$ cat config.mk
export PLATFORM = sky130hd
export DESIGN_NAME = my_chip
export DESIGN_NICKNAME = d
export VERILOG_FILES = /design/src/rtl/my_chip.sv
export SDC_FILE = /design/constraint.sdc
export NUM_CORES = 1
export LEC_CHECK = 0
export CORE_MARGIN = 5
export CORE_UTILIZATION = 45
export DETAILED_ROUTE_END_ITERATION = 8
export GPL_TIMING_DRIVEN = 0
export PLACE_DENSITY = 0.78
export SKIP_CTS_REPAIR_TIMING = 1
export SYNTH_ARGS = -nofsm -noshare
export SYNTH_HDL_FRONTEND = slang
export SYNTH_SLANG_ARGS = --single-unit
$ cat constraint.sdc
create_clock -name clock -period 2.15 [get_ports clock]
set_clock_uncertainty 0.15 [all_clocks]
set_input_delay 0.43 -clock clock [delete_from_list [all_inputs] [get_ports clock]]
set_output_delay 0.43 -clock clock [all_outputs]
set_load 0.05 [all_outputs]
$ cat src/rtl/my_chip.sv
// Read-only message store: 64 strings "Design NN", one per project index.
// The pin index is double-synchronized, then the looked-up byte is registered.
module my_chip (
  input  logic        clock,
  input  logic        reset,
  input  logic [11:0] io_in,
  output logic [7:0]  io_out
);

  logic [11:0] sync_1;
  logic [11:0] sync_2;
  logic [5:0]  proj_idx;
  logic [5:0]  chr_idx;
  logic [3:0]  tens_digit;
  logic [3:0]  ones_digit;
  logic [7:0]  rom_byte;

  assign proj_idx = sync_2[11:6];
  assign chr_idx  = sync_2[5:0];

  // Projects stop at 63, so both digits fit in four bits.
  assign tens_digit = 4'(proj_idx / 6'd10);
  assign ones_digit = 4'(proj_idx % 6'd10);

  always_comb begin
    rom_byte = 8'h00;
    case (chr_idx)
      6'd0:    rom_byte = 8'h44;
      6'd1:    rom_byte = 8'h65;
      6'd2:    rom_byte = 8'h73;
      6'd3:    rom_byte = 8'h69;
      6'd4:    rom_byte = 8'h67;
      6'd5:    rom_byte = 8'h6E;
      6'd6:    rom_byte = 8'h20;
      6'd7:    rom_byte = 8'h30 + {4'h0, tens_digit};
      6'd8:    rom_byte = 8'h30 + {4'h0, ones_digit};
      default: rom_byte = 8'h00;
    endcase
  end

  // Reset clears every stage so no stale index survives it.
  always_ff @(posedge clock or posedge reset) begin
    if (reset) begin
      sync_1 <= 12'h000;
      sync_2 <= 12'h000;
      io_out <= 8'h00;
    end else begin
      sync_1 <= io_in;
      sync_2 <= sync_1;
      io_out <= rom_byte;
    end
  end

endmodule

==> key figures <==
STA
  • Max Freq: 459 MHz
  • Post-layout min period: 2.18 ns
  • Final hold vios: 0
  • Post-route setup TNS: -0.0267 ns
  • Final setup vio count: 1
  • Setup ws final: -0.0267 ns
  • Post-route clock period utilization: 1.01
  • Slew @ Worst Pin: 1.07 ns
  • Final Max Slew Viols: 0
  • RSZ-0062 raised after global routing: yes
  • Max-Slew Margin vs Limit: 0.289

Logic synthesis
  • Synth area leaders: dfrtp_1 (62%), xor2_1 (2.1%), a211oi_2 (2.0%), nand3_1 (2.0%), nor3_1 (2.0%)
  • Yosys top cell by area: dfrtp_1
  • Mean Syn Cell Area: 12.3 um2
  • Commonest cells post-synth: dfrtp_1 (31), inv_1 (5), nand3_1 (5), nor3_1 (5)
  • FFs w/ async S/R, synth: 1.00
  • Synth top area share: 0.621
  • Unique masters post-synth: 38
  • Mapped Cells: 102
  • Yosys reg bits: 31
  • Synth Flop Type: dfrtp_1
  • Most frequent cell after synthesis: dfrtp_1
  • EDFF count, synth: 0
  • Register area share after synthesis: 0.621
  • Post-Synthesis Cell Area: 0.00125 mm2
  • Post-synth net total: 117
  • Warnings, synthesis: 0

Floorplanning
  • Core footprint: 0.00271 mm2
  • Vert. Die Dim: 62.7 um
  • Initial Utilization: 0.461
  • I/O pins: 22
  • Row count: 19
  • Horiz. Die Dim: 62.7 um
  • Full die area: 0.00393 mm2

Detailed routing
  • Detailed Route WL: 2.15 mm
  • Routed len/inst: 12.9 um
  • Vias per cell: 5.11
  • Pre-antenna DRT Iters: 4
  • Vias: 854
  • Number of DRC markers in iteration 0: 11
  • Post-route ant nets: 0
  • # DRC: 0

Worst setup path
  • Slowest stage delay, CP: 0.38 ns
  • Slack of the worst reg-to-reg path: -0.03 ns
  • Crit path launch: sync_2[10]
  • Top delay family on crit path: compound AO/OA/AOI/OAI gates
  • CP max-delay cell: dfrtp_1
  • Buffers and inverters on the worst path: 1
  • Required time worst endpoint: 2.21 ns
  • Critical path arrival: 2.23 ns
  • Kind of critical path: reg2reg
  • CP max FO: 3
  • Worst-path cell chain: buf_6 > or2b_1 > and3_4 > a211oi_4 > ha_2 > a21o_2 > o21ai_1 > a221oi_1 > o21ai_1
  • Crit end category: register
  • RR Startpoint: sync_2[10]
  • CP dominant cell by count: o21ai_1
  • Nature of the critical path startpoint: register

Layout
  • FF+latch area: 776 um2
  • Footprint of the multi-input gates: 427 um2
  • Fillcell total: 238
  • Filler-free cell count of the finished design: 167
  • Layout area overhead: 29.7%
  • Layout Nets: 150
  • Share of layout cells above drive strength 1: 0.206
  • Diodes inserted: 0
  • Fin util: 0.598
  • Final Instance Area: 0.00162 mm2

Worst hold path
  • Hold path start: sync_1[0]
  • Tightest Hold Check Type: reg2reg

Pwr
  • Tot Pwr: 1.11 mW
  • Leakage: 0.712 nW
  • PwrDens: 687 mW/mm2
  • Worst vdd ir: 0.549 mV

Outcome
  • Violated checks: setup timing
  • Status: finished with violations

CTS
  • Clk root buf: clkbuf_4
  • H-tree depth reported by CTS: 2
  • Max Root-Sink Buffers: 2
  • CTS Buf Count: 5
  • CTS tree: done
  • Clock Latency Late Sink: 0.32 ns
  • Clock Sinks: 31
  • Clock-pin slew on the worst setup and hold paths: 0.10 ns

GRT
  • Global router's overall resource usage: 0.111
  • Initial antenna violation count: 0
  • Largest net degree at the start of global routing: 32
  • Total gr overflow: 0
  • Vias in the first global route: 811
  • First-pass GRT wire length: 3.51 mm

Placed design
  • Port bufs: 20
  • Placed Area: 0.00149 mm2
  • Inst Count DP: 153
  • Post-DP HPWL: 1.42 mm
  • Gpl congestion: 0.833

Run
  • Max-cap violations: 0
per-stage QoR:
step	hold slack (ns)	setup slack, ns
2_1_floorplan	0.181	0.157
3_3_place_gp	0.181	0.0479
5_1_grt	0.209	-0.124
4_1_cts	0.204	-0.0465
3_5_place_dp	0.185	-0.0321
6_report	0.199	-0.0267
layout by cell type (no fill, tap or decap), types with 2 or more instances in the layout:
cell type	count
o21ai_0	3
dfrtp_1	31
xnor2_1	2
nor3_1	5
clkbuf_1	5
a21oi_1	2
a221oi_1	2
nor2b_1	2
nand3_1	5
nor2_1	4
xor2_1	3
clkdlybuf4s50_1	20
clkbuf_4	5
buf_6	2
nand2_1	3
o21ai_1	3
inv_1	5
a21o_2	2
buf_4	6
metal layers:
layer / share of wire / track usage
met1: 0.39 / 0.133
met2: 0.52 / 0.177
met4: 0.013 / 0.0451
met3: 0.072 / 0.0450
met5: 0 / 0
final cells by class:
class                   instances  share of cell area
clock buffers                   6              0.0255
clock inverters                 2             0.00772
flip-flops and latches         31               0.478
repair buffers                 26               0.159
inverters                       5              0.0116
multi-input cells              58               0.263
well taps                      31              0.0239
plain buffers                   8              0.0309
state kept, by name (all words and copies together) (netlist names):
signal	count
io_out	7
sync_1	12
sync_2	12
where the power goes:
group / switching [mW] / internal (mW) / total (mW)
clock network: 0.193 / 0.126 / 0.319
registers: 0.0126 / 0.610 / 0.622
logic: 0.0887 / 0.0829 / 0.172
worst paths after layout:
path / endpoint / cells after the start
setup / recovery: io_out[3] / 9
setup reg to reg: io_out[3] / 9
hold reg to reg: sync_2[0] / 0
max in group asynchronous: sync_2[8] / 2
hold / removal: sync_2[0] / 0
min in group asynchronous: sync_2[0] / 2
kinds of logic (layout without fill, tap and decap cells):
kind of cell / after synthesis / after routing / share of synthesized area
other: 1 / 1 / 0.00300
AND/OR/NAND/NOR: 27 / 27 / 0.121
flip-flops: 31 / 31 / 0.621
buffers and inverters: 13 / 47 / 0.0551
multiplexers: 2 / 2 / 0.0200
AO/OA/AOI/OAI: 22 / 22 / 0.135
adder cells (fa/ha/maj): 1 / 1 / 0.0100
XOR/XNOR: 5 / 5 / 0.0350
worst reg2reg max path, stage by stage (launching register included):
cell      delay [ns]
dfrtp_1         0.38
buf_6           0.13
or2b_1          0.26
and3_4          0.20
a211oi_4        0.23
ha_2            0.22
a21o_2          0.08
o21ai_1         0.05
a221oi_1        0.27
o21ai_1         0.11
No activity file was read; power rests on OpenSTA's default activity.
